==> config.mk <==
export PLATFORM = sky130hd
export DESIGN_NAME = greg_mp
export DESIGN_NICKNAME = d
export VERILOG_FILES = /design/src/rtl/greg_mp.sv
export SDC_FILE = /design/constraint.sdc
export NUM_CORES = 2
export LEC_CHECK = 0
export CORE_MARGIN = 5
export CORE_UTILIZATION = 30
export DETAILED_ROUTE_END_ITERATION = 16
export HOLD_SLACK_MARGIN = 0.12
export PLACE_DENSITY = 0.53
export SLEW_MARGIN = 20
export SYNTH_ARGS = -nofsm -noshare
export SYNTH_HDL_FRONTEND = slang
export SYNTH_SLANG_ARGS = --single-unit
==> constraint.sdc <==
create_clock -name clk -period 3.9 [get_ports clk]
set_input_delay 0.39 -clock clk [delete_from_list [all_inputs] [get_ports clk]]
set_output_delay 0.39 -clock clk [all_outputs]
set_load 0.02 [all_outputs]
==> src/rtl/greg_mp.sv <==
// Multi-ported register file: two write ports, three combinational read ports,
// optional hardwired zero entry, optional write-to-read bypass and a sequential clear engine.
module greg_mp #(
  parameter int unsigned DW       = 32,
  parameter int unsigned AW       = 5,
  parameter bit          ZERO_REG = 1'b1,
  parameter bit          BYPASS   = 1'b1
) (
  input  logic          clk,
  input  logic          rst,
  input  logic          clr,
  input  logic          wea,
  input  logic [AW-1:0] wa_num,
  input  logic [DW-1:0] wa_data,
  input  logic          web,
  input  logic [AW-1:0] wb_num,
  input  logic [DW-1:0] wb_data,
  input  logic [AW-1:0] read1,
  input  logic [AW-1:0] read2,
  input  logic [AW-1:0] read3,
  output logic [DW-1:0] data1,
  output logic [DW-1:0] data2,
  output logic [DW-1:0] data3,
  output logic          busy,
  output logic          done
);

  localparam int unsigned DEPTH = 1 << AW;
  // One past the last index; reachable only because the counter has a spare bit.
  localparam logic [AW:0] CntEnd = (AW + 1)'(DEPTH);

  typedef enum logic {StIdle, StClear} state_e;

  state_e        state_q;
  logic [AW:0]   cnt_q;
  logic [AW:0]   cnt_nxt;
  logic          busy_q;
  logic          done_q;
  logic [DW-1:0] mem_q [DEPTH] = '{default: '0};

  logic          wr_a;
  logic          wr_b;
  logic          wr_ok;
  logic [AW-1:0] raddr [3];
  logic [DW-1:0] rdata [3];

  assign cnt_nxt = cnt_q + 1'b1;

  // Writes land only in IDLE and only when neither reset nor a clear request claims the cycle.
  assign wr_ok = (state_q == StIdle) && !clr && !rst;
  assign wr_a  = wea && wr_ok && !(ZERO_REG && (wa_num == '0));
  assign wr_b  = web && wr_ok && !(ZERO_REG && (wb_num == '0));

  always_ff @(posedge clk) begin
    if (rst) begin
      state_q <= StIdle;
      cnt_q   <= '0;
      busy_q  <= 1'b0;
      done_q  <= 1'b0;
    end else begin
      done_q <= 1'b0;
      unique case (state_q)
        StIdle: begin
          if (clr) begin
            state_q <= StClear;
            cnt_q   <= '0;
            busy_q  <= 1'b1;
          end
        end
        StClear: begin
          cnt_q <= cnt_nxt;
          if (cnt_nxt == CntEnd) begin
            state_q <= StIdle;
            busy_q  <= 1'b0;
            done_q  <= 1'b1;
          end
        end
        default: state_q <= StIdle;
      endcase
    end
  end

  // Port B is applied last so it wins a same-address conflict.
  always_ff @(posedge clk) begin
    if (rst) begin
      mem_q <= '{default: '0};
    end else if (state_q == StClear) begin
      mem_q[cnt_q[AW-1:0]] <= '0;
    end else begin
      if (wr_a) mem_q[wa_num] <= wa_data;
      if (wr_b) mem_q[wb_num] <= wb_data;
    end
  end

  assign raddr[0] = read1;
  assign raddr[1] = read2;
  assign raddr[2] = read3;

  for (genvar p = 0; p < 3; p++) begin : g_rd
    always_comb begin
      rdata[p] = mem_q[raddr[p]];
      if (ZERO_REG && (raddr[p] == '0)) begin
        rdata[p] = '0;
      end else if (BYPASS) begin
        if (wr_b && (wb_num == raddr[p])) begin
          rdata[p] = wb_data;
        end else if (wr_a && (wa_num == raddr[p])) begin
          rdata[p] = wa_data;
        end
      end
    end
  end

  assign data1 = rdata[0];
  assign data2 = rdata[1];
  assign data3 = rdata[2];
  assign busy  = busy_q;
  assign done  = done_q;

endmodule

# ---- Yosys cells after proc, flatten, opt, wreduce, memory -nomap -nowiden
# Cells that the tools add are included.
dict set report totals {
  regBits 1033
  word_cells 130
}
dict set report classes {
  addsub 1
  reduce_logical 26
  mux 40
  n_eq_ne 9
  bitwise 9
  order_cmp 9
}
# cell n
set ops {}
lappend ops {{$mux W1024} 5}
lappend ops {{$bwmux W1024} 2}
lappend ops {{$and A1024 B1024 Y1024} 1}
lappend ops {{$not A1024 Y1024} 1}
lappend ops {{$mux W32} 18}
lappend ops {{$bmux W32 S5} 3}
lappend ops {{$demux W32 S5} 3}
lappend ops {{$ge A6 B6 Y1 const B} 6}
lappend ops {{$not A5 Y6} 6}
lappend ops {{$eq A5 B5 Y1} 6}
lappend ops {{$logic_not A5 Y1} 5}
lappend ops {{$lt A6 B1 Y1 const B} 3}
lappend ops {{$logic_and A1 B1 Y1} 15}
lappend ops {{$pmux W6 S2} 1}
lappend ops {{$add A6 B1 Y6 const B} 1}
lappend ops {{$eq A6 B6 Y1 const B} 1}
lappend ops {{$mux W6} 1}
lappend ops {{$mux W1} 5}
lappend ops {{$logic_not A1 Y1} 4}
lappend ops {{$pmux W1 S2} 2}
lappend ops {{$ne A2 B1 Y1 const B} 1}
lappend ops {{$ne A2 B2 Y1 const B} 1}
lappend ops {{$reduce_and A2 Y1} 1}
lappend ops {{$reduce_or A2 Y1} 1}
lappend ops {{$not A1 Y1} 1}

# ---- Longest topological paths before layout
dict set report depth {
  ltp_word 12
  mapped_depth 9
  mapped_depth_nobuf 6
}

# ---- Least setup slack after synthesis
# No wires, ideal clock.
dict set report synth_timing {
  path_kind {input port to output port}
  start {input port wb_num[2]}
  end {output port data3[30]}
  path_slack_ns 1.168
  t_arrival_ns 2.342
  cell_stages 9
  n_path_buf 4
  cell_sequence {buf_2 > or3_1 > clkbuf_1 > o311ai_1 > or2_2 > clkbuf_2 > nand3_2 > buf_2 > o221ai_1}
}
dict set report synth_via {
  elab_chain_len 6
}
# item line
set synth_rtl {}
lappend synth_rtl {{start, declared} 16} ;# input logic [AW-1:0] wb_num,
lappend synth_rtl {{$logic_not A5 Y1} 52} ;# assign wr_b = web && wr_ok && !(ZERO_REG && (wb_num == '0));
lappend synth_rtl {{$logic_not A1 Y1} 52}
lappend synth_rtl {{$logic_and A1 B1 Y1} 52}
lappend synth_rtl {{$logic_and A1 B1 Y1 (*)} 105} ;# if (wr_b && (wb_num == raddr[p])) begin
lappend synth_rtl {{$mux W32 (*)} 105}
lappend synth_rtl {{$mux W32 (*)} 102} ;# if (ZERO_REG && (raddr[p] == '0)) begin
lappend synth_rtl {{end, declared} 23} ;# output logic [DW-1:0] data3,
# Mark *: on every way between the ends. The rest lies on a longest branch, timed or not.

# ---- Final worst setup path
dict set report layout_timing {
  start {register state_q}
  end {output port data1[13]}
}
dict set report layout_via {
  elab_chain_len 9
}
# item line
set layout_rtl {}
lappend layout_rtl {{start, declared} 34} ;# state_e state_q;
lappend layout_rtl {{start signal, assigned} 56} ;# state_q <= StIdle;
lappend layout_rtl {{start signal, assigned} 65} ;# state_q <= StClear;
lappend layout_rtl {{start signal, assigned} 73} ;# state_q <= StIdle;
lappend layout_rtl {{$not A1 Y1 (*)} n/a}
lappend layout_rtl {{$logic_and A1 B1 Y1 (*) (2 in series)} 50} ;# assign wr_ok = (state_q == StIdle) && !clr && !rst;
lappend layout_rtl {{$logic_and A1 B1 Y1 (2 in series)} 51} ;# assign wr_a = wea && wr_ok && !(ZERO_REG && (wa_num == '0));
lappend layout_rtl {{$logic_and A1 B1 Y1} 107} ;# end else if (wr_a && (wa_num == raddr[p])) begin
lappend layout_rtl {{$mux W32} 107}
lappend layout_rtl {{$mux W32 (*)} 105}
lappend layout_rtl {{$mux W32 (*)} 102}
lappend layout_rtl {{end, declared} 21} ;# output logic [DW-1:0] data1,
# Marks and branches as above.

==> flow_summary.ini <==
[synthesis]
synth_area_leaders = dfxtp_1 27%, mux4_2 14%, o21ai_0 14%
yosysTopAreaCell = dfxtp_1
ys.flop_type = dfxtp_1
ys_warn_count = 0
synth_top_area_share_pct = 27.2
syn_nets = 8903
synthesis.area_sq_um = 76000
yosys-top-cells-count = 2092 x o21ai_0, 1102 x a21oi_1, 1033 x dfxtp_1
yosysSeqAreaShare_pct = 27.2
synth_seq_cells = 1033
synth.most_common_cell = o21ai_0
synthDistinctLibCells = 60
avgSynthCellArea_sq_um = 8.63
async_flop_share_pct = 0
synth_edf_count = 0
synthCells = 8805

[cts]
insertion_delay_ps = 820
ctsHtreeMaxLevel = 4
cts_root_buf = clkbuf_16
clock_path_buffers = 3
cts.sinks = 1033
cts_tree = built
cts_buffers = 132
clk_pin_slew_ps = 60
postCtsSetupBuffers = 0

[routing]
first_pass_iters = 7
route.vias.total = 83281
drc = 0
wl_per_cell_um = 36.0
vias_per_cell = 6.92
postRouteAntennaNets = 0
drtIter0Drc = 12112
drt_wl_total_um = 433000

[floorplanning]
die_w_um = 513
core_sq_um = 252000
start_util_pct = 30.2
dieArea_sq_um = 263000
die_h_um = 513
num_rows = 184
io_pins = 192

[critical_path]
worstPathArrival_ps = 3430
start_kind = flop
crit_required_ps = 3510
critPathSlowestCell = clkdlybuf4s15_1
crit_fanout = 18
cpPeakStageDelay_ps = 380
crit_path_end_kind = output pin
critPathKind = flop to output pin
crit_chain = nor4b_4 -> buf_4 -> o21ai_2 -> nor4b_1 -> buf_4 -> nand3_2 -> buf_12 -> buf_12 -> o221ai_1 -> clkdlybuf4s15_1

[global_route]
grt_max_degree = 183
grt_pass1_vias = 77565
antenna_found_initial = 25
grt_pass1_wl_um = 604000
grt-ovfl-total = 0
grt_use_total_pct = 31.2

[timing]
period_needed_ps = 3820
fin_worst_skew_ps = 28.8
hold_violations = 0
worst_slew_pin_slew_ps = 1140
timing.final.crit_share_pct = 98.1
rsz0062_at_grt = false
slew_violations = 0
fmax_ghz = 0.261
relSlewSlack_pct = 23.9
setup_viol = 0

[cells_and_area]
fin_area_sq_um = 88900
area_growth_pct = 17.0
final_util_pct = 35.3
drive_gt1_share_pct = 18.8
fin_cells = 12034
final_nets = 8679

[outcome]
status = finished clean

[worst_hold_path]
min_path_type = primary input to flop

[placement]
placed_area_sq_um = 84500
gp_congestion = 1.01
dp.cells = 11793
io_buffers = 191
hpwlAfterDp_um = 292000

[power_and_ir_drop]
max-vdd-ir-drop_uv = 457
pwr-share-comb_pct = 18.4
internal-power_uw = 19600
p_leak_uw = 0.0283
power_frac_seq_pct = 37.0
clock_power_share_pct = 44.6
switchingPower_uw = 9090
powerDensity_nw_per_um2 = 323
swShare_pct = 31.7

[run]
maxCapViolations = 0
## placed cells by master, fill, tap and decap left out, drive strengths merged, types with 10 or more instances in the layout
cell	instances
nand3b	12
a21oi	1102
nand2	210
clkinv	14
inv	34
diode	14
mux2i	607
o21ai	2112
a311oi	93
a221oi	93
dlygate4sd2	29
o221ai	138
clkbuf	201
nand3	62
nor2b	12
buf	754
and2	37
mux4	465
clkdlybuf4s50	59
nor3	20
o22ai	93
dfxtp	1033
o211ai	51
a22o	93
dlymetal6s2s	21
o2bb2ai	992
a22oi	12
and3	11
nand2b	10
mux2	93
nor2	56
xnor2	27
nand4	56
## sequential cells by signal, indices dropped and copies added (netlist names)
name	flops
state_q	1
busy	1
done	1
cnt_q	6
mem_q	1024
## worst max-delay path, delay by kind of cell (launching register included)
family	cells	cell delay [ps]
buffers and inverters	5	1100
AO/OA/AOI/OAI	2	350
AND/OR/NAND/NOR	3	820
flip-flops	1	340
## per-stage QoR
| stage | hold WS (ps) | setup WS, ps | power (uW) | setup TNS [ps] |
|---|---|---|---|---|
| detailed placement | 482 | -324 | 15900 | -1350 |
| global route | 211 | 8.48 | 29300 | 0 |
| CTS | 162 | 3.84 | 28500 | 0 |
| floorplan | 460 | 1170 | 13600 | 0 |
| finish | 229 | 75.4 | 28700 | 0 |
| global placement | 473 | -359 | 15900 | -1880 |
## routing by layer
layer / global-route usage (%) / routed length, um
met5: 0 / 71
met4: 19.3 / 31900
met3: 9.70 / 54200
met2: 46.6 / 184000
met1: 39.2 / 163000
## power by group through the flow
stage | Sequential (uW) | Clock (uW) | Combinational, uW
final | 10600 | 12800 | 5280
after global routing | 10600 | 13200 | 5410
after CTS | 10600 | 12800 | 5070
after detailed placement | 10900 | 0 | 5080
after global placement | 10900 | 0 | 5000
after floorplan | 10800 | 0 | 2730
## logic make-up (layout without fill, tap and decap cells)
kind of cell | after synthesis | after routing | share of synthesized area [%]
AO/OA/AOI/OAI | 4791 | 4791 | 38.9
buffers and inverters | 1258 | 1125 | 6.63
multiplexers | 1165 | 1165 | 23.2
flip-flops | 1033 | 1033 | 27.2
AND/OR/NAND/NOR | 524 | 524 | 3.67
XOR/XNOR | 30 | 30 | 0.346
adder cells (fa/ha/maj) | 4 | 4 | 0.0659
other | 0 | 14 | 0
## layout make-up
| class | instances | area (sq um) |
|---|---|---|
| fill | 25349 | 163000 |
| clock inverter | 24 | 262 |
| sequential | 1033 | 20700 |
| inverter | 31 | 116 |
| multi-input combinational | 6514 | 50900 |
| timing repair buffer | 869 | 8700 |
| clock buffer | 201 | 4040 |
| antenna | 14 | 35.0 |
| tap | 3348 | 4190 |
## path summary, 6_finish.rpt
path / startpoint / to / slack (ps) / cells past startpoint
setup / recovery: state_q / data1[13] / 80 / 10
setup reg to reg: cnt_q[2] / mem_q[109] / 990 / 5
hold / removal: wa_data[5] / mem_q[229] / 230 / 3
hold reg to reg: mem_q[21] / mem_q[21] / 490 / 1
## what timing repair did
item                       4_1_cts  5_1_grt
pin swaps                        4        2
setup endpoints to repair       44       30
hold buffers                     2        0
hold endpoints to repair        17        0
cloned                           0        0
gates resized for setup         48       25
(Power assumes the default switching activity.)
